==> src/rtl/rgb_to_yuv_encoder_pkg.sv <==
// rgb_to_yuv_encoder_pkg: shared state enum, plane bases, CSC coefficients and helpers
package rgb_to_yuv_encoder_pkg;
  typedef enum logic [3:0] {
    S_IDLE, S_G0, S_G1, S_G2, S_G3, S_G4, S_G5, S_G6,
    S_G7, S_G8, S_G9, S_G10, S_G11, S_DONE
  } rgb_to_yuv_state_type;
  localparam logic [17:0] DEF_Y_BASE   = 18'd0;
  localparam logic [17:0] DEF_U_BASE   = 18'd38400;
  localparam logic [17:0] DEF_V_BASE   = 18'd57600;
  localparam logic [17:0] DEF_RGB_BASE = 18'd146944;
  localparam int DEF_PIXEL_COUNT = 76800;
  localparam int signed C_YR = 16843;
  localparam int signed C_YG = 33030;
  localparam int signed C_YB = 6423;
  localparam int signed C_UR = -9699;
  localparam int signed C_UG = -19071;
  localparam int signed C_UB = 28770;
  localparam int signed C_VR = 28770;
  localparam int signed C_VG = -24117;
  localparam int signed C_VB = -4653;
  // Saturate a signed intermediate to an 8-bit component
  function automatic logic [7:0] clip8(input logic signed [31:0] x);
    return x < 0 ? 8'd0 : x > 255 ? 8'd255 : x[7:0];
  endfunction
  // Rounded mean of two neighbouring chroma samples
  function automatic logic [7:0] avg8(input logic [7:0] a, input logic [7:0] b);
    logic [8:0] s;
    s = 9'(a) + 9'(b) + 9'd1;
    return s[8:1];
  endfunction
endpackage

==> src/rtl/rgb_to_yuv_encoder_if.sv <==
// rgb_to_yuv_encoder_if: start/done handshake plus the shared SRAM port
interface rgb_to_yuv_encoder_if;
  logic        Enable;
  logic        Done;
  logic [17:0] SRAM_address;
  logic [15:0] SRAM_read_data;
  logic [15:0] SRAM_write_data;
  logic        SRAM_we_n;
  modport master (
    input  Enable, SRAM_read_data,
    output Done, SRAM_address, SRAM_write_data, SRAM_we_n
  );
  modport slave (
    output Enable, SRAM_read_data,
    input  Done, SRAM_address, SRAM_write_data, SRAM_we_n
  );
endinterface

==> src/rtl/rgb_to_yuv_encoder_pixel.sv <==
// rgb2yuv_pixel: registered one-cycle BT.601 studio-range RGB to YUV converter
module rgb2yuv_pixel
  import rgb_to_yuv_encoder_pkg::*;
(
  input  logic       Clock,
  input  logic       Resetn,
  input  logic [7:0] i_r,
  input  logic [7:0] i_g,
  input  logic [7:0] i_b,
  output logic [7:0] o_y,
  output logic [7:0] o_u,
  output logic [7:0] o_v
);
  logic signed [31:0] w_r, w_g, w_b;
  assign w_r = {24'd0, i_r};
  assign w_g = {24'd0, i_g};
  assign w_b = {24'd0, i_b};
  // Fixed-point matrix multiply, rounded, offset and clipped in one stage
  always_ff @(posedge Clock) begin
    if (!Resetn) begin
      o_y <= 8'd0;
      o_u <= 8'd0;
      o_v <= 8'd0;
    end else begin
      o_y <= clip8(((C_YR * w_r + C_YG * w_g + C_YB * w_b + 32768) >>> 16) + 16);
      o_u <= clip8(((C_UR * w_r + C_UG * w_g + C_UB * w_b + 32768) >>> 16) + 128);
      o_v <= clip8(((C_VR * w_r + C_VG * w_g + C_VB * w_b + 32768) >>> 16) + 128);
    end
  end
endmodule

==> src/rtl/rgb_to_yuv_encoder.sv <==
// rgb_to_yuv_encoder: reads packed RGB from SRAM, writes Y plane and 2:1 downsampled U/V planes
module rgb_to_yuv_encoder
  import rgb_to_yuv_encoder_pkg::*;
#(
  parameter logic [17:0] Y_BASE      = DEF_Y_BASE,
  parameter logic [17:0] U_BASE      = DEF_U_BASE,
  parameter logic [17:0] V_BASE      = DEF_V_BASE,
  parameter logic [17:0] RGB_BASE    = DEF_RGB_BASE,
  parameter int          PIXEL_COUNT = DEF_PIXEL_COUNT
)(
  input logic Clock,
  input logic Resetn,
  rgb_to_yuv_encoder_if.master bus
);
  localparam logic [17:0] G_LAST = 18'(PIXEL_COUNT / 4 - 1);
  rgb_to_yuv_state_type r_state;
  logic [17:0] r_g;
  logic [15:0] r_prev;
  logic [7:0]  r_y [4];
  logic [7:0]  r_u [4];
  logic [7:0]  r_v [4];
  logic        w_odd;
  logic [7:0]  w_r, w_gr, w_b, w_y, w_u, w_v;
  // Odd pixels of a pair straddle words {B0,R1},{G1,B1}; even ones {R0,G0},{B0,R1}
  assign w_odd = r_state == S_G4 || r_state == S_G7;
  assign w_r   = w_odd ? r_prev[7:0] : r_prev[15:8];
  assign w_gr  = w_odd ? bus.SRAM_read_data[15:8] : r_prev[7:0];
  assign w_b   = w_odd ? bus.SRAM_read_data[7:0] : bus.SRAM_read_data[15:8];
  rgb2yuv_pixel u_pixel (
    .Clock  (Clock),
    .Resetn (Resetn),
    .i_r    (w_r),
    .i_g    (w_gr),
    .i_b    (w_b),
    .o_y    (w_y),
    .o_u    (w_u),
    .o_v    (w_v)
  );
  // Group FSM: six reads, two drain cycles, four plane writes; outputs registered per state
  always_ff @(posedge Clock) begin
    if (!Resetn) begin
      r_state             <= S_IDLE;
      r_g                 <= 18'd0;
      bus.SRAM_address    <= 18'd0;
      bus.SRAM_write_data <= 16'd0;
      bus.SRAM_we_n       <= 1'b1;
      bus.Done            <= 1'b0;
    end else begin
      r_prev <= bus.SRAM_read_data;
      case (r_state)
        S_IDLE: if (bus.Enable) begin
          r_state          <= S_G0;
          bus.SRAM_address <= RGB_BASE + 18'd6 * r_g;
        end
        S_G0, S_G1, S_G2, S_G3: begin
          r_state          <= rgb_to_yuv_state_type'(r_state + 4'd1);
          bus.SRAM_address <= bus.SRAM_address + 18'd1;
        end
        S_G4: begin
          r_state          <= S_G5;
          bus.SRAM_address <= bus.SRAM_address + 18'd1;
          r_y[0] <= w_y;
          r_u[0] <= w_u;
          r_v[0] <= w_v;
        end
        S_G5: begin
          r_state <= S_G6;
          r_y[1]  <= w_y;
          r_u[1]  <= w_u;
          r_v[1]  <= w_v;
        end
        S_G6: r_state <= S_G7;
        S_G7: begin
          r_state             <= S_G8;
          r_y[2]              <= w_y;
          r_u[2]              <= w_u;
          r_v[2]              <= w_v;
          bus.SRAM_we_n       <= 1'b0;
          bus.SRAM_address    <= Y_BASE + {r_g[16:0], 1'b0};
          bus.SRAM_write_data <= {r_y[0], r_y[1]};
        end
        S_G8: begin
          r_state             <= S_G9;
          r_y[3]              <= w_y;
          r_u[3]              <= w_u;
          r_v[3]              <= w_v;
          bus.SRAM_address    <= Y_BASE + {r_g[16:0], 1'b1};
          bus.SRAM_write_data <= {r_y[2], w_y};
        end
        S_G9: begin
          r_state             <= S_G10;
          bus.SRAM_address    <= U_BASE + r_g;
          bus.SRAM_write_data <= {avg8(r_u[0], r_u[1]), avg8(r_u[2], r_u[3])};
        end
        S_G10: begin
          r_state             <= S_G11;
          bus.SRAM_address    <= V_BASE + r_g;
          bus.SRAM_write_data <= {avg8(r_v[0], r_v[1]), avg8(r_v[2], r_v[3])};
        end
        S_G11: begin
          bus.SRAM_we_n <= 1'b1;
          if (r_g == G_LAST) begin
            r_state  <= S_DONE;
            bus.Done <= 1'b1;
          end else begin
            r_state          <= S_G0;
            r_g              <= r_g + 18'd1;
            bus.SRAM_address <= RGB_BASE + 18'd6 * (r_g + 18'd1);
          end
        end
        S_DONE: begin
          r_state  <= S_IDLE;
          r_g      <= 18'd0;
          bus.Done <= 1'b0;
        end
        default: r_state <= S_IDLE;
      endcase
    end
  end
endmodule

==> src/flat_wrapper.sv <==
// flat-port wrapper written by rule: the top's interface ports become plain ports
module rgb_to_yuv_encoder_flat import rgb_to_yuv_encoder_pkg::*;
#(
  parameter logic [17:0] Y_BASE      = DEF_Y_BASE,
  parameter logic [17:0] U_BASE      = DEF_U_BASE,
  parameter logic [17:0] V_BASE      = DEF_V_BASE,
  parameter logic [17:0] RGB_BASE    = DEF_RGB_BASE,
  parameter int          PIXEL_COUNT = DEF_PIXEL_COUNT
)
  (Clock, Resetn, bus_Enable, bus_SRAM_read_data, bus_Done, bus_SRAM_address, bus_SRAM_write_data, bus_SRAM_we_n);
  rgb_to_yuv_encoder_if bus_i ();
  input logic Clock;
  input logic Resetn;
  input wire logic [$bits(bus_i.Enable)-1:0] bus_Enable;
  input wire logic [$bits(bus_i.SRAM_read_data)-1:0] bus_SRAM_read_data;
  output wire logic [$bits(bus_i.Done)-1:0] bus_Done;
  output wire logic [$bits(bus_i.SRAM_address)-1:0] bus_SRAM_address;
  output wire logic [$bits(bus_i.SRAM_write_data)-1:0] bus_SRAM_write_data;
  output wire logic [$bits(bus_i.SRAM_we_n)-1:0] bus_SRAM_we_n;
  assign bus_i.Enable = bus_Enable;
  assign bus_i.SRAM_read_data = bus_SRAM_read_data;
  assign bus_Done = bus_i.Done;
  assign bus_SRAM_address = bus_i.SRAM_address;
  assign bus_SRAM_write_data = bus_i.SRAM_write_data;
  assign bus_SRAM_we_n = bus_i.SRAM_we_n;
  rgb_to_yuv_encoder #(.Y_BASE(Y_BASE), .U_BASE(U_BASE), .V_BASE(V_BASE), .RGB_BASE(RGB_BASE), .PIXEL_COUNT(PIXEL_COUNT)) u_core (.Clock(Clock), .Resetn(Resetn), .bus(bus_i));
endmodule
==> config.mk <==
export PLATFORM = sky130hd
export DESIGN_NAME = rgb_to_yuv_encoder_flat
export DESIGN_NICKNAME = d
export VERILOG_FILES = /design/src/rtl/rgb_to_yuv_encoder_pkg.sv /design/src/rtl/rgb_to_yuv_encoder_if.sv /design/src/rtl/rgb_to_yuv_encoder_pixel.sv /design/src/rtl/rgb_to_yuv_encoder.sv /design/src/flat_wrapper.sv
export SDC_FILE = /design/constraint.sdc
export NUM_CORES = 2
export LEC_CHECK = 0
export ABC_AREA = 0
export BUFFER_PORTS_ARGS = -buffer_cell sky130_fd_sc_hd__buf_2
export CORE_MARGIN = 3
export CORE_UTILIZATION = 35
export DETAILED_ROUTE_END_ITERATION = 10
export PLACE_DENSITY = 0.62
export SYNTH_ARGS = -nofsm -noshare
export SYNTH_HDL_FRONTEND = slang
export SYNTH_SLANG_ARGS = --single-unit
==> constraint.sdc <==
create_clock -name Clock -period 12.6 [get_ports Clock]
set_clock_uncertainty 0.2 [all_clocks]
set_input_delay 3.78 -clock Clock [delete_from_list [all_inputs] [get_ports Clock]]
set_output_delay 3.78 -clock Clock [all_outputs]
set_load 0.01 [all_outputs]
==> metrics.md <==
| Metric | Value |
|---|---|
| Status | `completed` |
| Hold Path Class | `register to register` |
| Max incr delay on CP | `0.51 ns` |
| Max Slew Vio Count | `0` |
| WL/cell | `about 19 microns` |
| Drt total wl | `85.52 mm` |
| Layout Area Growth over Synthesis | `11.25%` |
| Die Span Y | `300.5 microns` |
| Setup WS pre-CTS | `-0.4991 ns` |
| CTS Sinks | `~190` |
| Port Buffers | `54` |
| Routability cong. | `1.005` |
| Most common cell after layout, fill and taps aside | `inv_1` |
| Syn nets | `4,114` |
| Core area | `85,550 sq um` |
| Peak Freq | `82.52 MHz` |
| Clk_lat worst skew | `0.49 ns` |
| Cts-stage hold buffer count | `0` |
| Clk root buf | `clkbuf_16` |
| Worst path required time | `around 13 ns` |
| Avg Inst Size Synth | `9.658 sq um` |
| CP most frequent cell | `ha_1` |
| CTS tree | `done` |
| Most frequent cells in the layout | `inv_1, ha_1, fa_1` |
| Post-Syn Instances | `3,144` |
| Gr ovfl total | `0` |
| Period utilization | `between 90% and 100%` |
| DP HPWL | `73.56 mm` |
| Nets | `4,287` |
| Netlist Area Pre-Place | `30,370 sq um` |
| Number of enable flip-flop cells after synthesis | `104` |
| CP Capture Type | `register` |
| Top FF cell, synth | `edfxtp_1` |
| Ys Warns | `0` |
| Num rows | `107` |
| #FFs+latches synth | `186` |
| Initial core utilization | `35.50%` |
| Worst EP arrival | `12.32 ns` |
| First-pass GRT wire length | `132.9 mm` |
| Post-synthesis async set-or-reset flop share | `0%` |
| I/O pins | `55` |
| Post-route antenna net violation count | `0` |
| Die X | `300.5 microns` |
| Worst setup margin | `0.4810 ns` |
| Worst slew pin tran | `around 0.94 ns` |
| Routed via count | `22,290` |
| Crit path launch type | `primary input` |
| Period minus WS final | `roughly 12 ns` |
| WS Path Type | `primary input to register` |
| CTS buffer count | `17` |
| Antenna cell count | `0` |
| DR iter-0 viols | `1,326` |
| Die ar. | `90,330 sq um` |
| DRC | `0` |
| Final-report hold violation count | `0` |
| # setup viols final | `0` |
| Share of layout cells above drive strength 1 | `under 10%` |
| Clk slew on worst S/H paths | `roughly 0.070 ns` |
| Slowest stage cell, crit path | `fa_1` |
| Largest net degree at the start of global routing | `37` |
| Post-synth cell types | `84` |
| H-tree levels | `4` |
| Clock Path Buffers | `2` |
| Sequential fraction of the synthesis area | `between 10% and 20%` |
| Vias in the first global route | `22,870` |
| Via density | `4.983` |
| Pre-antenna DRT Iters | `6` |
| Largest fanout on the critical path | `4` |
| Initial antenna violation count | `0` |
| Max-cap violations | `0` |
| Total Routing Usage GR | `19.31%` |
| Worst slew margin | `36.47%` |
==> worst paths after layout <==
path	start	to	slack [ns]	depth (start not counted)
setup reg to reg	u_core.r_state[1]$_SDFFE_PN0P_	u_core.u_pixel.o_v[0]$_SDFF_PP0_	1.25	40
hold / removal	u_core.bus.SRAM_write_data[11]$_SDFFE_PN0P_	u_core.bus.SRAM_write_data[11]$_SDFFE_PN0P_	0.25	2
hold reg to reg	u_core.bus.SRAM_write_data[11]$_SDFFE_PN0P_	u_core.bus.SRAM_write_data[11]$_SDFFE_PN0P_	0.25	2
setup / recovery	bus_SRAM_read_data[10]	u_core.u_pixel.o_u[7]$_SDFF_PP0_	0.48	40
==> final cells by class <==
| cell class | count | area (sq um) |
|---|---|---|
| Multi-Input combinational cell | 2163 | 22760 |
| Tap cell | 1144 | 1431 |
| Clock inverter | 13 | 156.4 |
| Fill cell | 8415 | 51770 |
| Inverter | 741 | 2781 |
| Clock buffer | 19 | 464.2 |
| Timing Repair Buffer | 208 | 1426 |
| Sequential cell | 186 | 4765 |
==> sequential cells by signal (all words and copies together), names as in the netlist, 16 cells and up <==
register and flops:
u_core.bus.SRAM_address 18, u_core.bus.SRAM_write_data 16, u_core.r_g 18, u_core.r_prev 16
u_core.r_u 32, u_core.r_v 32, u_core.r_y 24
==> layer usage <==
| layer | wire length [microns] | global-route usage, % | vias to the layer above |
|---|---|---|---|
| met3 | 5332 | 3.965 | 154 |
| met5 | 0 | 0 | - |
| met2 | 39600 | 31.53 | 573 |
| met1 | 37680 | 25.64 | 10840 |
| met4 | 2913 | 6.214 | 0 |
| li1 | - | - | 10720 |
==> synthesized netlist by cell type (22+ instances only) <==
master,number,share of area [%]
clkbuf_1,43,0.53
a21oi_1,139,2.3
nand2b_1,22,0.45
o21ai_0,116,1.9
inv_1,739,9.1
nand3_1,49,0.81
nor2_1,108,1.3
mux2i_1,22,0.73
nor2b_1,31,0.64
dfxtp_1,82,5.4
fa_1,396,26
nor3_1,32,0.53
xor2_1,50,1.4
nand2_1,126,1.6
xnor2_1,116,3.3
a21o_1,66,1.6
edfxtp_1,104,10
ha_1,555,23
==> timing repair <==
action                                  in CTS  in global routing
endpoints found under the setup margin       1                  8
setup buffers                                0                  2
gates resized for setup                      0                 29
pin swaps                                    1                  9
hold endpoints to repair                     0                  0
==> per-stage QoR <==
step | util (%) | area, sq um | cells | TNS (ns) | hold slack (ns)
5_1_grt | 39.49 | 33780 | 4474 | -0.03132 | 0.2846
6_report | 39.49 | 33780 | 4474 | 0 | 0.2530
3_5_place_dp | 38.63 | 33050 | 4440 | -3.521 | 0.2486
2_1_floorplan | - | 30400 | 3144 | 0 | 0.2383
3_3_place_gp | 38.63 | 33050 | 4440 | -2.917 | 0.2422
4_1_cts | 39.36 | 33670 | 4472 | 0 | 0.2585
==> cell families (layout without fill, tap and decap cells) <==
group / after synthesis / count (layout) / synth area share (%)
compound gates: 528 / 528 / 11.47
xor+xnor: 166 / 166 / 4.788
fa+ha+maj: 951 / 951 / 48.98
buf+inv: 795 / 981 / 9.869
flops: 186 / 186 / 15.69
mux: 38 / 38 / 1.364
other cells: 1 / 1 / 0.01235
simple gates: 479 / 479 / 7.833
==> critical path, delay by kind of cell <==
family                   cells  cell delay (ns)
AO/OA/AOI/OAI               15             2.41
XOR/XNOR                     2             0.17
adder cells (fa/ha/maj)     12             4.21
buffers and inverters        7             0.66
multiplexers                 1             0.34
AND/OR/NAND/NOR              3             0.73
Power is left out: the tool's default activity adds up to more than one toggle a clock period on the data nets, which glitch-free logic cannot reach.
